$ cat src/rtl/traffic_pkg.sv
// traffic_pkg: types and constants shared by the traffic light design.
//   state_e        - sequencer phase encoding
//   RED/YEL/GRN    - one-hot lamp codes, {red, yellow, green}
//   DEF_T_*        - default phase intervals in timer ticks
package traffic_pkg;

    typedef enum logic [2:0] {
        MAIN_G,
        MAIN_Y,
        WALK,
        SIDE_G,
        SIDE_GX,
        SIDE_Y
    } state_e;

    localparam logic [2:0] RED = 3'b100;
    localparam logic [2:0] YEL = 3'b010;
    localparam logic [2:0] GRN = 3'b001;

    localparam logic [3:0] DEF_T_BASE = 4'd6;
    localparam logic [3:0] DEF_T_EXT  = 4'd3;
    localparam logic [3:0] DEF_T_YEL  = 4'd2;

endpackage

$ cat src/rtl/request_latch.sv
// request_latch: pedestrian walk-pending flag.
//   clock       - system clock
//   reset_sync  - synchronous active-high reset, clears the flag
//   set_i       - walk button (any 1-cycle pulse)
//   block_i     - high during WALK; requests are dropped
//   clear_i     - high on the edge entering WALK; beats a simultaneous set
//   pending_o   - latched request
module request_latch (
    input  logic clock,
    input  logic reset_sync,
    input  logic set_i,
    input  logic block_i,
    input  logic clear_i,
    output logic pending_o
);

    logic pending_q;

    always_ff @(posedge clock) begin
        if (reset_sync || clear_i) begin
            pending_q <= 1'b0;
        end else if (set_i && !block_i) begin
            pending_q <= 1'b1;
        end
    end

    assign pending_o = pending_q;

endmodule

$ cat src/rtl/light_sequencer.sv
// light_sequencer: intersection phase controller.
//   clock, reset_sync - system clock, synchronous active-high reset
//   sensor            - side-street vehicle present, sampled on deciding edges
//   walk_request      - pedestrian button, latched in request_latch
//   expired           - Timer reports the programmed interval has elapsed
//   start_timer       - 1-cycle load/start pulse after every phase entry
//   value             - interval for the current phase, held for the phase
//   main_lights       - main street lamps {red, yellow, green}
//   side_lights       - side street lamps {red, yellow, green}
//   walk              - pedestrian walk lamp
// All outputs are registered.
module light_sequencer
    import traffic_pkg::*;
#(
    parameter logic [3:0] T_BASE = DEF_T_BASE,
    parameter logic [3:0] T_EXT  = DEF_T_EXT,
    parameter logic [3:0] T_YEL  = DEF_T_YEL
) (
    input  logic       clock,
    input  logic       reset_sync,
    input  logic       sensor,
    input  logic       walk_request,
    input  logic       expired,
    output logic       start_timer,
    output logic [3:0] value,
    output logic [2:0] main_lights,
    output logic [2:0] side_lights,
    output logic       walk
);

    state_e     state_q, state_d;
    logic       start_q, start_d;
    logic [3:0] value_q, value_d;
    logic [2:0] main_q, main_d;
    logic [2:0] side_q, side_d;
    logic       walk_q, walk_d;
    // Low only in reset; forces a MAIN_G entry (with start pulse) on the
    // first edge after release.
    logic       run_q;

    logic       pending;
    logic       enter;
    logic       clear_walk;
    state_e     nxt;

    request_latch u_request_latch (
        .clock      (clock),
        .reset_sync (reset_sync),
        .set_i      (walk_request),
        .block_i    (state_q == WALK),
        .clear_i    (clear_walk),
        .pending_o  (pending)
    );

    always_comb begin
        state_d    = state_q;
        start_d    = 1'b0;
        value_d    = value_q;
        main_d     = main_q;
        side_d     = side_q;
        walk_d     = walk_q;
        enter      = 1'b0;
        nxt        = state_q;
        clear_walk = 1'b0;

        if (!run_q) begin
            enter = 1'b1;
            nxt   = MAIN_G;
        end else if (expired && !start_q) begin
            // expired is meaningless while the Timer is still loading.
            enter = 1'b1;
            case (state_q)
                MAIN_G:  nxt = (sensor || pending) ? MAIN_Y : MAIN_G;
                MAIN_Y:  nxt = pending ? WALK : SIDE_G;
                WALK:    nxt = sensor ? SIDE_G : MAIN_G;
                SIDE_G:  nxt = sensor ? SIDE_GX : SIDE_Y;
                SIDE_GX: nxt = SIDE_Y;
                SIDE_Y:  nxt = MAIN_G;
                default: nxt = MAIN_G;
            endcase
        end

        if (enter) begin
            state_d    = nxt;
            start_d    = 1'b1;
            clear_walk = (nxt == WALK);
            walk_d     = 1'b0;
            case (nxt)
                MAIN_G:  begin main_d = GRN; side_d = RED; value_d = T_BASE; end
                MAIN_Y:  begin main_d = YEL; side_d = RED; value_d = T_YEL;  end
                WALK:    begin main_d = RED; side_d = RED; value_d = T_EXT; walk_d = 1'b1; end
                SIDE_G:  begin main_d = RED; side_d = GRN; value_d = T_BASE; end
                SIDE_GX: begin main_d = RED; side_d = GRN; value_d = T_EXT;  end
                SIDE_Y:  begin main_d = RED; side_d = YEL; value_d = T_YEL;  end
                default: begin main_d = GRN; side_d = RED; value_d = T_BASE; end
            endcase
        end
    end

    always_ff @(posedge clock) begin
        if (reset_sync) begin
            state_q <= MAIN_G;
            start_q <= 1'b0;
            value_q <= '0;
            main_q  <= GRN;
            side_q  <= RED;
            walk_q  <= 1'b0;
            run_q   <= 1'b0;
        end else begin
            state_q <= state_d;
            start_q <= start_d;
            value_q <= value_d;
            main_q  <= main_d;
            side_q  <= side_d;
            walk_q  <= walk_d;
            run_q   <= 1'b1;
        end
    end

    assign start_timer = start_q;
    assign value       = value_q;
    assign main_lights = main_q;
    assign side_lights = side_q;
    assign walk        = walk_q;

endmodule

$ cat config.mk
export PLATFORM = sky130hd
export DESIGN_NAME = light_sequencer
export DESIGN_NICKNAME = d
export VERILOG_FILES = /design/src/rtl/traffic_pkg.sv /design/src/rtl/request_latch.sv /design/src/rtl/light_sequencer.sv
export SDC_FILE = /design/constraint.sdc
export NUM_CORES = 1
export LEC_CHECK = 0
export ABC_AREA = 0
export CORE_AREA = 3 3 46 48
export CTS_CLUSTER_SIZE = 12
export DETAILED_ROUTE_END_ITERATION = 6
export DIE_AREA = 0 0 49 51
export GPL_ROUTABILITY_DRIVEN = 1
export PLACE_DENSITY = 0.78
export REMOVE_ABC_BUFFERS = 1
export SLEW_MARGIN = 20
export SYNTH_ARGS = -nofsm -noshare
export SYNTH_HDL_FRONTEND = slang
export SYNTH_HIERARCHICAL = 1
export SYNTH_SLANG_ARGS = --single-unit
$ cat constraint.sdc
create_clock -name clock -period 1.3 [get_ports clock]
set_input_delay 0.13 -clock clock [delete_from_list [all_inputs] [get_ports clock]]
set_output_delay 0.13 -clock clock [all_outputs]
set_load 0.05 [all_outputs]
### After elaboration in Yosys (flattened, before gate mapping)

Cells that the tools add are included.

* reductions and logical operators: 11
* order comparisons: 0
* muxes and demuxes: 16
* bitwise logic cells: 0
* equal/unequal tests: 9
* $add $sub $neg: 0
* divide/modulo/power cells: 0
* multiply operators: 0
* shift-type cells: 0

Operators by type and width (number)
* case mux 3 bit (2 select lines): 3
* case mux 3 bit (5 select lines): 1
* equality test 3 x 2 -> 1 bit (second input constant): 4
* equality test 3 bit (second input constant): 3
* 2-to-1 mux 1 bit: 9
* equality test 3 x 1 -> 1 bit (second input constant): 2
* 2-to-1 mux 3 bit: 2
* OR reduction 2 bit: 3
* OR reduction 4 bit: 1
* logical NOT 3 bit: 1
* logical AND 1 bit: 2
* logical NOT 1 bit: 2
* logical OR 1 bit: 2
* 2-to-1 mux 2 bit: 1

* memories: 0
* memory bits (writable): 0
* input bits: 5
* word-level logic and storage cells: 44
* output and inout bits: 12
* bits in read-only memories: 0
* bits in latches: 0
* bits in registers: 17

### Logic depth before layout (Yosys ltp)

Gate-level depths: netlist (run 1).

* depth in word-level cells: 8
* depth in mapped cells: 9
* mapped depth without buffers: 7

### Hierarchy

Netlist (run 1), hierarchy kept.

Modules (own cells, without submodules)
* light_sequencer: cells each 89, instances 1, area an instance 705.7 µm²
* request_latch: cells each 4, instances 1, area an instance 45.0 µm²

### Worst setup path before layout (run 1)

No wires, ideal clock.

* path kind: reg2reg
* from: register start_q (netlist: start_timer)
* to: register side_q[2] (netlist: side_lights[2])
* setup slack: -0.399 ns
* cell stages (with the launch flop): 5
* library setup time: 0.122 ns
* buffers on the path: 1
* data arrival time: 1.577 ns
* cells stage by stage: dfxtp_1 nand2b_1 clkbuf_1 o21ai_0 a221o_1

* longest elaborated chain between the ends: 7

Ends and longest elaborated chain
* start, declared: line light_sequencer.sv:32 `logic start_q, start_d;`
* start signal, assigned: line light_sequencer.sv:111 `start_q <= start_d;`
* logical NOT 1 bit (*): line light_sequencer.sv:69 `end else if (expired && !start_q) begin`
* logical AND 1 bit (*): line light_sequencer.sv:69
* 2-to-1 mux 3 bit: line light_sequencer.sv:69
* 2-to-1 mux 3 bit: line light_sequencer.sv:66 `if (!run_q) begin`
* equality test 3 bit / equality test 3 x 2 -> 1 bit (equally long branches): line light_sequencer.sv:88 `case (nxt)`
* OR reduction 2 bit (no line)
* case mux 3 bit (2 select lines): line light_sequencer.sv:88
* end signal, assigned: line light_sequencer.sv:114 `side_q <= side_d;`
* end, declared: line light_sequencer.sv:35 `logic [2:0] side_q, side_d;`

Every way passes the cells marked *; elsewhere a longest branch is shown, timed or not.
A chain may end at the register's enable or synchronous reset.

### Worst setup path after layout (run 1)

* from: register start_q (netlist: start_timer)
* to: register side_q[1] (netlist: side_lights[1])

The elaborated chain is that of the path after synthesis.

==> flow_metrics.py, run 1 <==
metrics = {
    "floorplan": {
        "coreArea_sq_um": 1745,
        "rows": 15,
        "die_w_microns": 49,
        "initial_core_util": 0.4301,
        "fp.dieH_microns": 51,
        "io_pins": 17,
        "die_area_sq_um": 2499,
    },
    "placed_design": {
        "pre_cts_ws_ns": -0.3600,
        "portBuffers": 15,
        "gp_congestion": 0.8119,
        "place_hpwl_microns": 1413,
    },
    "critical_path": {
        "worstPathRequired_ns": 1.54,
        "rr_worst_depth": 5,
        "critical_path_class": "reg -> reg",
        "cp-startpoint": "start_timer",
        "crit_arrival_ns": 1.67,
        "reg2reg_from": "start_timer",
        "cp-endpoint": "side_lights[1]",
        "cp-end-kind": "register",
        "r2r_slack_ns": -0.13,
        "r2r_end": "side_lights[1]",
        "crit_path_start_kind": "register",
        "crit_path_max_fanout": 4,
    },
    "power": {
        "ir_drop_mv": 0.6504,
        "p_total_w": 0.001079,
        "switching_share": 0.2987,
        "internal_power_w": 0.0007566,
        "p_sw_w": 0.0003222,
        "clock_power_share": 0.246,
        "powerDensity_nw_per_um2": 842.8,
        "combPwrFrac": 0.260,
        "leakage_nw": 0.5400,
        "seqPwrFrac": 0.494,
    },
    "grt": {
        "grt_max_degree": 9,
        "track_usage": 0.1877,
        "overflow": 0,
        "grt_busiest_layer": "met2",
        "met1_usage": 0.2250,
        "grt_util_met2": 0.3167,
        "grt_pass1_vias": 791,
        "grt_pass1_wl_microns": 3629,
        "grt_use_met3": 0.05248,
        "antenna_found_initial": 0,
    },
    "logic_synthesis": {
        "yosys_warnings": 6,
        "synth_top_area_share": 0.4267,
        "synth_cell_type_count": 33,
        "yosys_register_bits": 16,
        "yosys-top-cells-count": "nor2_1 (17), dfxtp_1 (16), nand2_1 (11)",
        "synth_area_per_cell_sq_um": 8.072,
        "yosys-top-cells-area": "dfxtp_1 (43%), nor2_1 (8.5%), nand2_1 (5.5%)",
        "synthFlopType": "dfxtp_1",
        "synth_area_sq_um": 750.7,
        "syn_inst": 93,
        "yosysSeqAreaShare": 0.4267,
        "yosysMostFrequentCell": "nor2_1",
        "ys_async_sr_fraction": 0,
        "synth_top_area_cell": "dfxtp_1",
        "synth_edf_count": 0,
    },
    "detailed_routing": {
        "drc_errors": 0,
        "drtPass1Iterations": 4,
        "drt_iter0_drc": 10,
        "wl_per_cell_microns": 13.25,
        "drt-vias-per-instance": 5.156,
        "postRouteWirelength_microns": 2041,
        "vias": 794,
        "drtAntennaViolNets": 0,
    },
    "worst_hold_path": {
        "hold_path.class": "in -> reg",
    },
    "finish": {
        "syn_to_final_growth_pct": 70.50,
        "layout-drive-gt1-share": 0.4264,
        "antennaDiodeCount": 0,
        "nNetsFinal": 136,
        "final_util": 0.7333,
    },
    "clock_tree": {
        "cts_num_sinks": 16,
        "htree_levels": 1,
        "clk_pin_slew_ns": 0.10,
        "cts_root_buf": "clkbuf_4",
        "insertion_delay_ns": 0.30,
        "clk_path_buf_depth": 2,
        "numCtsBuffers": 3,
        "cts_tree": "built",
    },
    "sta": {
        "layout_setup_ws_ns": -0.1308,
        "rsz0062_at_grt": "yes",
        "holdWs_ns": 0.3683,
        "fmax_mhz": 698.9,
        "hold_viol_final": 0,
        "fin_crit_ns": 1.431,
        "slew_viol_final": 0,
        "fin_skew_ns": 0.01441,
        "finalSetupViolations": 9,
        "period_share": 1.101,
    },
    "outcome": {
        "outcome": "finished with violations",
        "failed_checks": "negative setup slack",
    },
    "run": {
        "drv_cap": 0,
    },
}
==> what timing repair did <==
| action | 4_1_cts | 5_1_grt |
|---|---|---|
| resized for setup | 19 | 4 |
| hold buffers | 0 | 0 |
| setup endpoints to repair | 13 | 12 |
| setup buffers | 3 | 0 |
| gates cloned | 0 | 0 |
| pin swaps | 10 | 3 |
==> stage by stage <==
stage          instance area (sq um)  TNS [ns]  instances
6_report                        1280   -0.5269        154
5_1_grt                         1280    -1.364        154
4_1_cts                         1265   -0.2456        154
3_5_place_dp                    1154    -3.529        148
3_3_place_gp                    1154    -3.141        148
2_1_floorplan                  711.9    -2.871         88
==> sequential cells by signal, indices dropped and copies added (netlist names) <==
signal	count
start_timer	1
state_q	3
u_request_latch/pending_o	1
main_lights	3
walk	1
side_lights	3
run_q	1
value	3
==> how the worst min path moves through the flow <==
stage | startpoint | endpoint | depth (start not counted)
CTS | reset_sync | run_q | 2
finish | reset_sync | run_q | 2
detailed placement | run_q | main_lights[0] | 1
global placement | run_q | main_lights[0] | 1
floorplan | reset_sync | start_timer | 1
global route | reset_sync | run_q | 2
==> per-layer routing <==
layer | up-vias | routed length (microns)
met2 | 26 | 1022
met5 | - | 0
met4 | 0 | 31
li1 | 389 | -
met1 | 373 | 882
met3 | 6 | 104
==> kinds of logic after synthesis <==
logic type	synth area share
buffers and inverters	0.06666
other	0.004995
and+or+nand+nor	0.3000
DFF	0.4267
AOI/OAI and AO/OA	0.2017
==> cells in the final DEF (no fill, tap or decap), drive strengths merged <==
| cell | synthesis | routed |
|---|---|---|
| a211oi | 3 | 3 |
| a21o | 1 | 1 |
| a21oi | 8 | 8 |
| a221o | 1 | 1 |
| a221oi | 1 | 1 |
| a22oi | 1 | 1 |
| and2 | 1 | 1 |
| and3 | 1 | 1 |
| and3b | 1 | 1 |
| buf | 4 | 34 |
| clkbuf | 1 | 3 |
| clkdlybuf4s50 | 0 | 4 |
| conb | 1 | 1 |
| dfxtp | 16 | 16 |
| inv | 3 | 3 |
| nand2 | 11 | 11 |
| nand2b | 3 | 3 |
| nand3 | 3 | 3 |
| nand3b | 1 | 1 |
| nand4b | 1 | 1 |
| nor2 | 17 | 17 |
| nor2b | 3 | 3 |
| nor3 | 1 | 1 |
| o211ai | 1 | 1 |
| o21a | 2 | 2 |
| o21ai | 3 | 3 |
| o21bai | 1 | 1 |
| o22a | 1 | 1 |
| or2 | 1 | 1 |
| or3 | 1 | 1 |
==> power groups by stage <==
stage	sequential, W	clock, W	combinational, W
floorplan	0.000585	0	0.0000731
global placement	0.000543	0	0.000256
detailed placement	0.000545	0	0.000259
CTS	0.000532	0.000275	0.000276
global route	0.000537	0.000294	0.000299
finish	0.000533	0.000265	0.000281
==> worst max-delay path, stage by stage (launching register included) <==
cell and delay (ns):
dfxtp_2 0.36, nand3b_1 0.22, and3b_1 0.24, o21ai_2 0.10, or3_1 0.34, a21oi_2 0.12
==> layout make-up <==
class	instances	area [sq um]
fillers	128	465.4
multi-input cells	69	445.4
repair buffers	38	440.4
flip-flops and latches	16	329.1
well taps	25	31.28
clock buffers	3	22.52
inverters	3	11.26
Note: power is estimated with default switching activity, not from simulation.
==> run 2: changes to the inputs <==
--- a/config.mk
+++ b/config.mk
@@ -13,6 +13,7 @@
 export GPL_ROUTABILITY_DRIVEN = 1
 export PLACE_DENSITY = 0.78
 export REMOVE_ABC_BUFFERS = 1
+export SETUP_SLACK_MARGIN = 0.15
 export SLEW_MARGIN = 20
 export SYNTH_ARGS = -nofsm -noshare
 export SYNTH_HDL_FRONTEND = slang
==> flow_metrics.py, run 2 (synthesis gave the netlist of run 1 again) <==
metrics = {
    "finish": {
        "syn_to_final_growth_pct": 90.50,
        "layout_common_cells": "buf_4 (19), dfxtp_1 (12), nor2_1 (11), buf_12 (11), buf_6 (9)",
        "layout-drive-gt1-share": 0.5597,
        "antennaDiodeCount": 0,
        "nNetsFinal": 141,
        "final_common_cell": "buf_4",
    },
    "placed_design": {
        "gp_congestion": 0.8119,
        "portBuffers": 15,
        "pre_cts_ws_ns": -0.3600,
        "place_hpwl_microns": 1413,
    },
    "grt": {
        "grt_pass1_vias": 811,
        "grt_pass1_wl_microns": 3760,
        "antenna_found_initial": 0,
        "grt_max_degree": 9,
        "track_usage": 0.1959,
        "overflow": 0,
    },
    "sta": {
        "fin_crit_ns": 1.524,
        "fin_skew_ns": 0.01619,
        "layout_setup_ws_ns": -0.2244,
        "rsz0062_at_grt": "yes",
        "finalSetupViolations": 10,
        "hold_viol_final": 0,
        "slew_viol_final": 0,
        "period_share": 1.173,
        "holdWs_ns": 0.4177,
        "fmax_mhz": 656.0,
    },
    "clock_tree": {
        "cts_root_buf": "clkbuf_4",
        "hold_buffers": 0,
        "clk_path_buf_depth": 2,
        "numCtsBuffers": 3,
        "cts_num_sinks": 16,
        "cts_tree": "built",
        "insertion_delay_ns": 0.30,
        "clk_pin_slew_ns": 0.10,
        "htree_levels": 1,
    },
    "critical_path": {
        "critical_path_class": "in -> reg",
        "path_cells": "clkdlybuf4s50_1 > nand3b_1 > nor2_2 > o21ai_2 > or3_4 > a21oi_2",
        "crit_path_max_fanout": 4,
        "worstPathRequired_ns": 1.54,
        "critPathSlowestCell": "clkdlybuf4s50_1",
        "crit_path_start_kind": "input port",
        "cp-end-kind": "register",
        "path_buf_inv": 1,
        "crit_arrival_ns": 1.76,
        "critPathTopFamily": "simple AND/OR/NAND/NOR gates",
        "critPathMaxStageDelay_ns": 0.57,
    },
    "detailed_routing": {
        "drt_iter0_drc": 14,
        "drtPass1Iterations": 4,
        "postRouteWirelength_microns": 2639,
        "drt-vias-per-instance": 5.509,
        "drtAntennaViolNets": 0,
        "drc_errors": 0,
        "wl_per_cell_microns": 16.60,
        "vias": 876,
    },
    "power": {
        "ir_drop_mv": 0.6694,
        "powerDensity_nw_per_um2": 798.3,
        "leakage_nw": 0.5927,
    },
    "floorplan": {
        "die_w_microns": 49,
        "rows": 15,
        "io_pins": 17,
        "coreArea_sq_um": 1745,
        "fp.dieH_microns": 51,
        "die_area_sq_um": 2499,
        "initial_core_util": 0.4301,
    },
    "outcome": {
        "outcome": "finished with violations",
        "failed_checks": "negative setup slack",
    },
    "run": {
        "drv_cap": 0,
    },
    "worst_hold_path": {
        "hold_path.class": "in -> reg",
    },
}
==> run 2: cell types whose count changed in the layout (fill, tap and decap cells not counted), sizes merged <==
cell,delta
buf,+5
==> run 2: final cells by class <==
| cell class | instances | area [sq um] |
|---|---|---|
| flip-flops and latches | 16 | 330.3 |
| inverters | 3 | 11.26 |
| well taps | 25 | 31.28 |
| fillers | 97 | 315.3 |
| clock buffers | 3 | 22.52 |
| multi-input cells | 69 | 530.5 |
| repair buffers | 43 | 504.2 |
==> run 2: timing repair <==
action / in CTS / in global routing
endpoints found under the setup margin: 14 / 13
pin swaps: 12 / 16
buffers inserted: 3 / 5
endpoints found under the hold margin: 0 / 0
gates resized for setup: 22 / 27
==> run 2: path summary, 6_finish.rpt <==
| check | start | end | slack [ns] | cells past startpoint |
|---|---|---|---|---|
| worst min register to register | side_lights[1] | side_lights[1] | 0.51 | 2 |
| worst max register to register | start_timer | side_lights[1] | -0.21 | 5 |
| worst min-delay path | reset_sync | run_q | 0.42 | 2 |
| worst max-delay path | expired | side_lights[1] | -0.22 | 6 |
==> run 2: metrics by stage <==
step	util	cell area [sq um]	setup TNS (ns)	power, W	instances
6_report	0.8194	1430	-1.104	0.001142	159
5_1_grt	0.8194	1430	-1.681	0.001194	159
4_1_cts	0.7341	1281	-0.2593	0.001089	154
3_5_place_dp	0.6609	1154	-3.529	0.0008040	148
3_3_place_gp	0.6609	1154	-3.141	0.0007994	148
2_1_floorplan	-	711.9	-2.871	0.0006584	88
==> run 2: where the power goes <==
part	internal [W]	switching [W]
sequential	0.000508	0.0000304
clock	0.000108	0.000159
combinational	0.000170	0.000167
==> run 2: metal layers <==
layer / part of all wire / track usage
met1: 0.40 / 0.2321
met2: 0.51 / 0.3213
met4: 0.030 / 0.09953
met5: 0 / 0
met3: 0.058 / 0.05831
